**src/rtl/regfile_cb.sv**
```systemverilog
// regfile_cb: 8 general registers plus condition bit, two combinational read ports and a debug port.
// Optional REGFILE_BYPASS_EN macro forwards same-cycle writes to rs_o/rt_o/cb_o.
module regfile_cb #(
  parameter int DATA_WIDTH = 8,
  parameter int ADDR_WIDTH = 3,
  parameter logic [DATA_WIDTH-1:0] RESET_VALUE = '0
) (
  input  logic                  clk_i,
  input  logic                  reset_i,
  input  logic [ADDR_WIDTH-1:0] rs_addr_i,
  input  logic [ADDR_WIDTH-1:0] rt_addr_i,
  output logic [DATA_WIDTH-1:0] rs_o,
  output logic [DATA_WIDTH-1:0] rt_o,
  input  logic                  reg_write_i,
  input  logic [ADDR_WIDTH-1:0] rd_addr_i,
  input  logic [DATA_WIDTH-1:0] rd_data_i,
  input  logic                  cb_write_i,
  input  logic                  cb_data_i,
  output logic                  cb_o,
  input  logic [ADDR_WIDTH-1:0] dbg_addr_i,
  output logic [DATA_WIDTH-1:0] dbg_data_o
);
  localparam int NREG = 2**ADDR_WIDTH;
  logic [DATA_WIDTH-1:0] regs_q [NREG];
  logic [DATA_WIDTH-1:0] regs_d [NREG];
  logic                  cb_q, cb_d;
  always_comb begin
    for (int i = 0; i < NREG; i++)
      regs_d[i] = (reg_write_i && rd_addr_i == ADDR_WIDTH'(i)) ? rd_data_i : regs_q[i];
    cb_d = cb_write_i ? cb_data_i : cb_q;
  end
  always_ff @(posedge clk_i) begin
    if (reset_i) begin
      for (int i = 0; i < NREG; i++) regs_q[i] <= RESET_VALUE;
      cb_q <= 1'b0;
    end else begin
      regs_q <= regs_d;
      cb_q   <= cb_d;
    end
  end
  assign dbg_data_o = regs_q[dbg_addr_i];
`ifdef REGFILE_BYPASS_EN
  always_comb begin
    rs_o = (!reset_i && reg_write_i && rd_addr_i == rs_addr_i) ? rd_data_i : regs_q[rs_addr_i];
    rt_o = (!reset_i && reg_write_i && rd_addr_i == rt_addr_i) ? rd_data_i : regs_q[rt_addr_i];
    cb_o = (!reset_i && cb_write_i) ? cb_data_i : cb_q;
  end
`else
  always_comb begin
    rs_o = regs_q[rs_addr_i];
    rt_o = regs_q[rt_addr_i];
    cb_o = cb_q;
  end
`endif
endmodule
```
**config.mk**
```make
export PLATFORM = sky130hd
export DESIGN_NAME = regfile_cb
export DESIGN_NICKNAME = d
export VERILOG_FILES = /design/src/rtl/regfile_cb.sv
export SDC_FILE = /design/constraint.sdc
export NUM_CORES = 1
export LEC_CHECK = 0
export ABC_AREA = 1
export BUFFER_PORTS_ARGS = -buffer_cell sky130_fd_sc_hd__buf_4
export CAP_MARGIN = 5
export CELL_PAD_IN_SITES_DETAIL_PLACEMENT = 1
export CELL_PAD_IN_SITES_GLOBAL_PLACEMENT = 1
export CORE_MARGIN = 2
export CORE_UTILIZATION = 40
export CTS_CLUSTER_SIZE = 40
export DETAILED_ROUTE_END_ITERATION = 10
export GPL_ROUTABILITY_DRIVEN = 0
export HOLD_SLACK_MARGIN = 0.12
export PLACE_DENSITY = 0.87
export SYNTH_ARGS = -nofsm -noshare
export SYNTH_HDL_FRONTEND = slang
export SYNTH_SLANG_ARGS = --single-unit
```
**constraint.sdc**
```tcl
create_clock -name clk_i -period 4.24 [get_ports clk_i]
set_input_delay 1.272 -clock clk_i [delete_from_list [all_inputs] [get_ports clk_i]]
set_output_delay 1.272 -clock clk_i [all_outputs]
set_load 0.02 [all_outputs]
```
==> flow_metrics.tcl <==
set metrics [dict create \
    power_density_nw_per_um2 299 \
    grt_use_total_pct 30.6 \
    drt_first_pass_iters 4 \
    row_count 38 \
    yosys-top-cells-count "316 x nand2_1, 129 x nor2_1, 96 x nand3_1" \
    worstSetupStartpoint "rs_addr_i[1]" \
    htreeDepth 3 \
    dp_hpwl_um 13200 \
    cts_buffers 9 \
    syn_nets 834 \
    syn_to_final_growth_pct 12.9 \
    start_util_pct 40.7 \
    drtIter0Drc 298 \
    min_period_ns 3.78 \
    vdd_drop_max_v 0.000185 \
    crit_required_ns 2.97 \
    syn_inst 809 \
    cp_cell_sequence "buf_4, inv_1, nand3_1, nand2_1, nand2_1, nand2_1, buf_4" \
    grt_pass1_wl_um 27800 \
    pin_count 50 \
    cts-root-buf "clkbuf_8" \
    holdCritPathClass "reg2reg" \
    drt-total-wl_um 17400 \
    clkSinkCount 65 \
    postRouteAntennaNets 0 \
    yosys_most_used_dff "dfxtp_1" \
    hold_buffers 0 \
    cts.repair.resized 0 \
    drive_gt1_share_pct 10.2 \
    path_clk_slew_ns 0.07 \
    wl_per_cell_um 17.7 \
    diodes 0 \
    path_common_cell "nand2_1" \
    cts_tree "done" \
    nNetsFinal 862 \
    viasPerCell 5.42 \
    seq_area_frac_synth_pct 29.8 \
    dpl-instance-area_um2 4780 \
    crit_type "in2out" \
    cp_slowest_cell "inv_1" \
    fmax_ghz 0.265 \
    rsz0062_at_grt "false" \
    io_buffers 49 \
    hold_slack_ns 0.487 \
    worstHoldStart "regs_q[45]$_SDFFE_PP0P_" \
    yosysWarnings 0 \
    relSlewSlack_pct 57.5 \
    final-setup-viol-count 0 \
    synth_most_common_cell "nand2_1" \
    critPathMaxFanout 17 \
    globalRouteOverflowTotal 0 \
    synth_area_um2 4370 \
    worst-path-buf-inv 3 \
    cts_buffer_depth 2 \
    critPathLaunchType "input pin" \
    final_area_um2 4930 \
    fp.dieH_um 109 \
    grt_pass1_vias 5343 \
    tightest_slew_ns 0.637 \
    postLayoutCoreUtil_pct 45.9 \
    synth.distinct_cells 15 \
    r2r_start "regs_q[2]$_SDFFE_PP0P_" \
    path_delay_family "buffers and inverters" \
    grt_max_degree 66 \
    drc 0 \
    yosysTopAreaCell "dfxtp_1" \
    drv_slew 0 \
    critPathArrivalTime_ns 2.50 \
    synth_area_leaders "dfxtp_1 30%, nand2_1 27%, nor2_1 11%" \
    chipWidth_um 109 \
    die_area_um2 11800 \
    p_leak_nw 2.70 \
    async_reset_ff_share_pct 0 \
    antenna_found_initial 0 \
    timing.final.crit_share_pct 89.1 \
    max_stage_delay_ns 0.46 \
    cts_setup_buffers 0 \
    finClkSkew_ns 0 \
    coreArea_um2 10700 \
    syn_area_per_cell_um2 5.40 \
    worst_setup_path_end_kind "output port" \
    clk-insertion-delay-late_ns 0.35 \
    status "finished clean" \
    netlist.area_leader.share_pct 29.8 \
    tns_ns 0 \
    hold_viol 0 \
    cap_violations 0 \
    synth-edff-count 0 \
    synth_seq_cells 65 \
    route.vias.total 5322 \
]
-- final timing paths --
kind / slack [ns] / end / depth (start not counted)
worst max-delay path: 0.46 / rs_o[5] / 7
worst min-delay path: 0.49 / regs_q[45]$_SDFFE_PP0P_ / 2
worst max register to register: 3.51 / regs_q[2]$_SDFFE_PP0P_ / 2
worst min register to register: 0.49 / regs_q[45]$_SDFFE_PP0P_ / 2
-- sequential cells by signal (all words and copies together), names as in the netlist --
signal,cells
cb_o,1
regs_q,64
-- power by group --
part / total [mW] / switching (mW) / internal, mW
clock network: 0.445 / 0.234 / 0.211
logic: 0.383 / 0.259 / 0.125
registers: 0.646 / 0.0132 / 0.632
-- kinds of logic (layout without fill, tap and decap cells) --
group           count (synthesis)  count (layout)  synth area share, %
buf+inv                       128             161                 12.1
simple gates                  550             550                 50.6
flops                          65              65                 29.8
compound gates                 66              66                 7.56
-- final cells by class --
| cell class | instances | area [um^2] |
|---|---|---|
| clock inverters | 3 | 17.5 |
| inverters | 88 | 330 |
| flip-flops and latches | 65 | 1300 |
| fillers | 1622 | 5810 |
| clock buffers | 13 | 139 |
| repair buffers | 57 | 428 |
| multi-input cells | 616 | 2540 |
| well taps | 140 | 175 |
-- worst reg2reg max path, delay by kind of cell (launching register included) --
kind            cells  cell delay (ns)
compound gates      1             0.21
simple gates        1             0.06
flops               1             0.36
-- routing by layer --
| layer | share of wire [%] | global-route usage, % | vias to the layer above |
|---|---|---|---|
| met5 | 0 | 0 | - |
| met4 | 2.6 | 11.4 | 0 |
| met3 | 6.9 | 6.15 | 35 |
| met2 | 46 | 48.8 | 200 |
| met1 | 45 | 40.8 | 2562 |
| li1 | - | - | 2525 |
-- through the flow --
| step | setup slack, ns | cells | power, mW |
|---|---|---|---|
| 2_1_floorplan | 0.918 | 809 | 0.897 |
| 3_3_place_gp | 0.528 | 966 | 1.02 |
| 3_5_place_dp | 0.508 | 966 | 1.04 |
| 4_1_cts | 0.490 | 982 | 1.48 |
| 5_1_grt | 0.366 | 982 | 1.55 |
| 6_report | 0.463 | 982 | 1.47 |
-- placed cells by master (no fill, tap or decap) --
cell type / Yosys / routed
a21oi_1: 1 / 1
clkbuf_1: 6 / 4
clkinv_2: 0 / 2
buf_4: 3 / 57
nor2_2: 3 / 3
inv_1: 80 / 80
clkbuf_8: 0 / 9
clkinvlp_4: 0 / 1
inv_2: 8 / 8
nand2_1: 316 / 316
nand3_1: 96 / 96
dfxtp_1: 65 / 65
nor2_1: 129 / 129
nand2_2: 5 / 5
nor2_4: 1 / 1
o21ai_0: 65 / 65
(Power assumes the default switching activity.)
